<file path="config.mk">
export PLATFORM = sky130hd
export DESIGN_NAME = risk_tile_seq_flat
export DESIGN_NICKNAME = d
export VERILOG_FILES = /design/src/rtl/risk_tile_seq_if.sv /design/src/rtl/risk_tile_seq.sv /design/src/flat_wrapper.sv
export SDC_FILE = /design/constraint.sdc
export NUM_CORES = 1
export LEC_CHECK = 0
export ABC_AREA = 1
export CAP_MARGIN = 20
export CORE_MARGIN = 3
export CORE_UTILIZATION = 50
export CTS_CLUSTER_DIAMETER = 120
export DETAILED_ROUTE_END_ITERATION = 10
export GPL_ROUTABILITY_DRIVEN = 0
export GPL_TIMING_DRIVEN = 0
export PLACE_DENSITY_LB_ADDON = 0.12
export RECOVER_POWER = 50
export SLEW_MARGIN = 20
export SYNTH_ARGS = -nofsm -noshare
export SYNTH_HDL_FRONTEND = slang
export SYNTH_SLANG_ARGS = --single-unit
</file>
<file path="constraint.sdc">
create_clock -name clk -period 5.26 [get_ports clk]
set_clock_uncertainty 0.15 [all_clocks]
set_input_delay 0.526 -clock clk [delete_from_list [all_inputs] [get_ports clk]]
set_output_delay 0.526 -clock clk [all_outputs]
set_load 0.02 [all_outputs]
</file>
<file path="src/rtl/risk_tile_seq_if.sv">
// Command and vector-unit bus of the tile load/store sequencer.
// Command handshake: a command transfers on a rising clk edge where cmd_valid
// and cmd_ready are both high; cmd_* must be stable while cmd_valid is high
// and cmd_ready is low, and cmd_ready never depends combinationally on cmd_valid.
interface risk_tile_seq_if;
  logic        cmd_valid;
  logic        cmd_ready;
  logic        cmd_store;
  logic [4:0]  cmd_reg;
  logic [16:0] cmd_base;
  logic [14:0] cmd_stride_x;
  logic [14:0] cmd_stride_y;
  logic [7:0]  cmd_tiles_x;
  logic [7:0]  cmd_tiles_y;

  logic [2:0]  risk_func;
  logic [4:0]  risk_reg;
  logic [16:0] risk_addr;
  logic [14:0] risk_stride_x;
  logic [14:0] risk_stride_y;

  logic        busy;
  logic        done;
  logic [1:0]  dbg_state;

  // sequencer side
  modport slave (
    input  cmd_valid, cmd_store, cmd_reg, cmd_base, cmd_stride_x, cmd_stride_y,
           cmd_tiles_x, cmd_tiles_y,
    output cmd_ready, risk_func, risk_reg, risk_addr, risk_stride_x, risk_stride_y,
           busy, done, dbg_state
  );

  // command source / vector-unit observer side
  modport master (
    output cmd_valid, cmd_store, cmd_reg, cmd_base, cmd_stride_x, cmd_stride_y,
           cmd_tiles_x, cmd_tiles_y,
    input  cmd_ready, risk_func, risk_reg, risk_addr, risk_stride_x, risk_stride_y,
           busy, done, dbg_state
  );
endinterface

</file>
<file path="src/rtl/risk_tile_seq.sv">
// Tile load/store sequencer: walks a tiles_x by tiles_y grid of 4x4-element
// tiles in raster order, issuing one tile base address per cycle to the vector
// unit. Stores carry their function code with the address; loads present it
// LOAD_LAT cycles later through a valid shift register.
module risk_tile_seq #(
  parameter int         LOAD_LAT = 3,
  parameter logic [2:0] NOP_FUNC = 3'b111
) (
  input logic      clk,
  input logic      resetn,
  risk_tile_seq_if.slave bus
);

  typedef enum logic [1:0] {
    S_IDLE  = 2'd0,
    S_RUN   = 2'd1,
    S_DRAIN = 2'd2
  } state_t;

  localparam logic [2:0] FUNC_LOAD  = 3'b000;
  localparam logic [2:0] FUNC_STORE = 3'b001;

  state_t state;
  state_t state_nxt;

  // ready is held low until the first clock after reset release
  logic rdy_q;

  // latched command
  logic        store_q;
  logic [4:0]  reg_q;
  logic [14:0] sx_q;
  logic [14:0] sy_q;
  logic [7:0]  tiles_x_q;
  logic [7:0]  tiles_y_q;

  // tile walk: counters and accumulated pointers (col_ptr is the issued address)
  logic [7:0]  tx_q;
  logic [7:0]  ty_q;
  logic [16:0] row_ptr;
  logic [16:0] col_ptr;
  logic [16:0] step_x;
  logic [16:0] step_y;

  // one bit per in-flight load; MSB marks the cycle its func is presented
  logic [LOAD_LAT-1:0] ld_sr;

  logic hs;
  logic zero_ext;
  logic col_end;
  logic last_tile;
  logic issue;
  logic issue_load;
  logic drain_end;

  assign hs         = bus.cmd_valid && (state == S_IDLE) && rdy_q;
  assign zero_ext   = (bus.cmd_tiles_x == 8'd0) || (bus.cmd_tiles_y == 8'd0);
  assign col_end    = (tx_q == tiles_x_q - 8'd1);
  assign last_tile  = col_end && (ty_q == tiles_y_q - 8'd1);
  assign issue      = (state == S_RUN);
  assign issue_load = issue && !store_q;
  assign drain_end  = (state == S_DRAIN) && (store_q || (ld_sr == '0));
  assign step_x     = {sx_q, 2'b00};
  assign step_y     = {sy_q, 2'b00};

  // state register
  always_ff @(posedge clk or negedge resetn) begin
    if (!resetn) state <= S_IDLE;
    else         state <= state_nxt;
  end

  // next-state logic
  always_comb begin
    state_nxt = state;
    case (state)
      S_IDLE:  if (hs) state_nxt = zero_ext ? S_DRAIN : S_RUN;
      S_RUN:   if (last_tile) state_nxt = S_DRAIN;
      S_DRAIN: if (drain_end) state_nxt = S_IDLE;
      default: state_nxt = S_IDLE;
    endcase
  end

  // outputs decoded from state and the load pipeline
  always_comb begin
    bus.risk_func = NOP_FUNC;
    if (issue && store_q)       bus.risk_func = FUNC_STORE;
    else if (ld_sr[LOAD_LAT-1]) bus.risk_func = FUNC_LOAD;
    bus.cmd_ready = (state == S_IDLE) && rdy_q;
    bus.busy      = (state != S_IDLE);
    bus.done      = drain_end;
    bus.dbg_state = state;
  end

  assign bus.risk_reg      = reg_q;
  assign bus.risk_addr     = col_ptr;
  assign bus.risk_stride_x = sx_q;
  assign bus.risk_stride_y = sy_q;

  // ready enable comes up one clock after reset release
  always_ff @(posedge clk or negedge resetn) begin
    if (!resetn) rdy_q <= 1'b0;
    else         rdy_q <= 1'b1;
  end

  // command latch and raster walk by pointer accumulation
  always_ff @(posedge clk or negedge resetn) begin
    if (!resetn) begin
      store_q   <= 1'b0;
      reg_q     <= '0;
      sx_q      <= '0;
      sy_q      <= '0;
      tiles_x_q <= '0;
      tiles_y_q <= '0;
      tx_q      <= '0;
      ty_q      <= '0;
      row_ptr   <= '0;
      col_ptr   <= '0;
    end else if (hs) begin
      store_q   <= bus.cmd_store;
      reg_q     <= bus.cmd_reg;
      sx_q      <= bus.cmd_stride_x;
      sy_q      <= bus.cmd_stride_y;
      tiles_x_q <= bus.cmd_tiles_x;
      tiles_y_q <= bus.cmd_tiles_y;
      tx_q      <= '0;
      ty_q      <= '0;
      row_ptr   <= bus.cmd_base;
      col_ptr   <= bus.cmd_base;
    end else if (issue && !last_tile) begin
      if (col_end) begin
        tx_q    <= '0;
        ty_q    <= ty_q + 8'd1;
        row_ptr <= row_ptr + step_y;
        col_ptr <= row_ptr + step_y;
      end else begin
        tx_q    <= tx_q + 8'd1;
        col_ptr <= col_ptr + step_x;
      end
    end
  end

  // load valid pipeline, one entry per issued load address
  always_ff @(posedge clk or negedge resetn) begin
    if (!resetn) ld_sr <= '0;
    else         ld_sr <= (ld_sr << 1) | LOAD_LAT'(issue_load);
  end

endmodule

</file>
<file path="src/flat_wrapper.sv">
// flat-port wrapper written by rule: the top's interface ports become plain ports
module risk_tile_seq_flat 
#(
  parameter int         LOAD_LAT = 3,
  parameter logic [2:0] NOP_FUNC = 3'b111
)
  (clk, resetn, bus_cmd_valid, bus_cmd_store, bus_cmd_reg, bus_cmd_base, bus_cmd_stride_x, bus_cmd_stride_y, bus_cmd_tiles_x, bus_cmd_tiles_y, bus_cmd_ready, bus_risk_func, bus_risk_reg, bus_risk_addr, bus_risk_stride_x, bus_risk_stride_y, bus_busy, bus_done, bus_dbg_state);
  risk_tile_seq_if bus_i ();
  input logic clk;
  input logic resetn;
  input wire logic [$bits(bus_i.cmd_valid)-1:0] bus_cmd_valid;
  input wire logic [$bits(bus_i.cmd_store)-1:0] bus_cmd_store;
  input wire logic [$bits(bus_i.cmd_reg)-1:0] bus_cmd_reg;
  input wire logic [$bits(bus_i.cmd_base)-1:0] bus_cmd_base;
  input wire logic [$bits(bus_i.cmd_stride_x)-1:0] bus_cmd_stride_x;
  input wire logic [$bits(bus_i.cmd_stride_y)-1:0] bus_cmd_stride_y;
  input wire logic [$bits(bus_i.cmd_tiles_x)-1:0] bus_cmd_tiles_x;
  input wire logic [$bits(bus_i.cmd_tiles_y)-1:0] bus_cmd_tiles_y;
  output wire logic [$bits(bus_i.cmd_ready)-1:0] bus_cmd_ready;
  output wire logic [$bits(bus_i.risk_func)-1:0] bus_risk_func;
  output wire logic [$bits(bus_i.risk_reg)-1:0] bus_risk_reg;
  output wire logic [$bits(bus_i.risk_addr)-1:0] bus_risk_addr;
  output wire logic [$bits(bus_i.risk_stride_x)-1:0] bus_risk_stride_x;
  output wire logic [$bits(bus_i.risk_stride_y)-1:0] bus_risk_stride_y;
  output wire logic [$bits(bus_i.busy)-1:0] bus_busy;
  output wire logic [$bits(bus_i.done)-1:0] bus_done;
  output wire logic [$bits(bus_i.dbg_state)-1:0] bus_dbg_state;
  assign bus_i.cmd_valid = bus_cmd_valid;
  assign bus_i.cmd_store = bus_cmd_store;
  assign bus_i.cmd_reg = bus_cmd_reg;
  assign bus_i.cmd_base = bus_cmd_base;
  assign bus_i.cmd_stride_x = bus_cmd_stride_x;
  assign bus_i.cmd_stride_y = bus_cmd_stride_y;
  assign bus_i.cmd_tiles_x = bus_cmd_tiles_x;
  assign bus_i.cmd_tiles_y = bus_cmd_tiles_y;
  assign bus_cmd_ready = bus_i.cmd_ready;
  assign bus_risk_func = bus_i.risk_func;
  assign bus_risk_reg = bus_i.risk_reg;
  assign bus_risk_addr = bus_i.risk_addr;
  assign bus_risk_stride_x = bus_i.risk_stride_x;
  assign bus_risk_stride_y = bus_i.risk_stride_y;
  assign bus_busy = bus_i.busy;
  assign bus_done = bus_i.done;
  assign bus_dbg_state = bus_i.dbg_state;
  risk_tile_seq #(.LOAD_LAT(LOAD_LAT), .NOP_FUNC(NOP_FUNC)) u_core (.clk(clk), .resetn(resetn), .bus(bus_i));
endmodule
</file>
==> results.yml <==
critical_path:
  cp.required_ns: 5.36
  path_cells: "ha_1, inv_1, fa_1, inv_1, nand3_1, nand3_1, nand2_1, nand2_1, nand2_1, nand3_1, nand2_1, nand2_1, nand2_1, nand2_1, nand2_1, nand2_1, nand2_1"
  start_kind: "register"
  cp_data_arrival_time_ns: 2.77
  cp_slowest_cell: "dfrtp_1"
  worstPathMaxFanout: 5
  endpoint_kind: "register"
  path_common_cell: "nand2_1"
  crit_type: "reg -> reg"
  critPathMaxStageDelay_ns: 0.44
floorplan:
  die_area_sq_um: 15990
  io_pins: 132
  die_w_um: 126.4
  rows: 43
  start_util: 0.5165
  die_h_um: 126.4
  core_sq_um: 14040
timing:
  hold_slack_ns: 0.2401
  period_needed_ns: 2.667
  hold_viol_final: 0
  worst-slew-pin-transition_ns: 1.796
  fin_crit_sh: 0.5070
  setup-tns-final_ns: 0
  fin_ws_ns: 2.593
  setup_viol: 0
  fmax_mhz: 375.0
  slew_headroom: -0.1973
  final-max-slew-violation-count: 31
  rsz0062_at_grt: "false"
power_and_ir_drop:
  irDropWorstVdd_v: 0.0001376
  power_density_nw_per_um2: 170.4
  p_leak_uw: 0.005014
logic_synthesis:
  syn_avg_cell_area_sq_um: 6.785
  synth_edf_count: 0
  yosysMostFrequentCell: "nand2_1"
  ys_types: 36
  synth.top_cell.area_share: 0.3726
  yosysSeqAreaShare: 0.3726
  synth_flop_cell: "dfrtp_1"
  ys_ff_latch: 108
  synthCells: 1069
  syn_area_sq_um: 7253
  yosysTopAreaCell: "dfrtp_1"
  syn_nets: 1175
  synth-async-reset-ratio: 1.000
  synth_warnings: 0
  synth_common_cells: "nand2_1 (475), inv_1 (112), dfrtp_1 (108)"
  synth.area.top_cells: "dfrtp_1 (37%), nand2_1 (25%), nand3_1 (6.7%)"
grt:
  overflow: 0
  grt_max_degree: 79
  grtUsageMet3: 0.05642
  grtUsageMet1: 0.3654
  grt_util_met2: 0.4290
  grt_pass1_wl_um: 34360
  antenna_found_initial: 0
  grt_pass1_vias: 6800
  grt_most_used_layer: "met2"
  grt_usage: 0.2690
clock_network:
  cts_buffer_depth: 2
  cts-root-buf: "clkbuf_16"
  cts_tree: "yes"
  post_cts_buffers: 0
  cts_made_buffers: 9
  clk_latency_ns: 0.36
  clk_pin_slew_worst_paths_ns: 0.07
  clock-sinks: 108
  ctsHtreeMaxLevel: 3
job:
  drv_cap: 1
finish:
  nNetsFinal: 1319
  antenna_cells: 0
  nFillCells: 1321
  seqCellArea_sq_um: 2703
  syn_to_final_growth_pct: 25.24
  fin_util: 0.6469
  multi_input_area_sq_um: 3928
  postLayoutCellArea_sq_um: 9084
  drive_gt1_frac: 0.04762
placed_design:
  io_buffer_count: 131
  placed_area_sq_um: 8818
  place_ws_ns: 2.648
  hpwl_um: 16350
route:
  vias_per_cell: 5.211
  drtIter0Drc: 674
  first_pass_iters: 6
  wire_per_inst_um: 15.09
  final_antenna_net_count: 0
  vias: 7285
  drc_errors: 0
  wl_um: 21090
status:
  status: "complete, but fails checks"
  failed_checks: "capacitance limit, slew limit"
hold_path:
  hp-class: "reg -> reg"
-- through the flow --
| step | power, uW | cells |
|---|---|---|
| after detailed placement | 925.2 | 1381 |
| after floorplan | 848.6 | 1069 |
| after global placement | 923.1 | 1380 |
| after CTS | 1560 | 1398 |
| after global routing | 1593 | 1398 |
| final | 1548 | 1398 |
-- metal layers --
metal  up-vias  wire length [um]
met3        42              1759
met5         -                 0
met2       295              9491
li1       3646                 -
met4         0               596
met1      3302              9245
-- cells in the final DEF, fill, tap and decap left out, types with 12 or more instances in the layout --
| master | Yosys | layout |
|---|---|---|
| nand2_1 | 475 | 475 |
| inv_1 | 112 | 112 |
| dfrtp_1 | 108 | 108 |
| clkdlybuf4s50_1 | 0 | 104 |
| nand3_1 | 97 | 97 |
| nor2_1 | 58 | 58 |
| ha_1 | 32 | 32 |
| o21ai_0 | 29 | 29 |
| dlygate4sd3_1 | 0 | 27 |
| a21oi_1 | 26 | 26 |
| xor2_1 | 22 | 22 |
| buf_2 | 17 | 17 |
| nand4_1 | 12 | 12 |
| xnor2_1 | 12 | 12 |
| nor3_1 | 12 | 12 |
-- layout make-up --
class	instances	share of cell area
inverters	113	0.04669
well taps	180	0.02479
repair buffers	133	0.1478
multi-input cells	815	0.4324
clock inverters	4	0.002893
clock buffers	12	0.02603
flip-flops and latches	108	0.2975
plain buffers	33	0.02190
-- path summary, 6_finish.rpt --
kind | depth (start not counted) | startpoint | slack (ns) | end
max | 17 | u_core.bus.risk_stride_y[0] | 2.59 | u_core.bus.risk_addr[12]
min | 0 | u_core.ld_sr[1] | 0.24 | u_core.ld_sr[2]
max reg2reg | 17 | u_core.bus.risk_stride_y[0] | 2.59 | u_core.bus.risk_addr[12]
min reg2reg | 0 | u_core.ld_sr[1] | 0.24 | u_core.ld_sr[2]
max in group asynchronous | 3 | resetn | 2.77 | u_core.row_ptr[7]
min in group asynchronous | 2 | resetn | 1.03 | u_core.tiles_x_q[1]
-- power breakdown --
| part | internal (uW) | total (uW) | switching, uW | leakage, uW |
|---|---|---|---|---|
| registers | 830 | 830 | 0.171 | 0.00137 |
| logic | 48.7 | 77.8 | 29.1 | 0.00352 |
| clock network | 322 | 640 | 318 | 0.000127 |
-- kinds of logic (layout without fill, tap and decap cells) --
group	Yosys count	after routing	synth area share
simple gates	675	675	0.3818
buf+inv	146	295	0.08590
flops	108	108	0.3726
compound gates	71	71	0.05744
fa+ha+maj	34	34	0.06072
xor+xnor	34	34	0.04105
other cells	1	1	0.0005170
-- repair_timing --
item                      CTS  global route
hold endpoints to repair   30             0
hold buffers                1             0
resized for setup           0             0
-- worst max-delay path: cells and delay by family (launching register included) --
family,cells,cell delay [ns]
buf+inv,2,0.17
simple gates,13,1.18
fa+ha+maj,2,0.65
flops,1,0.44
Note: power is estimated with default switching activity, not from simulation.
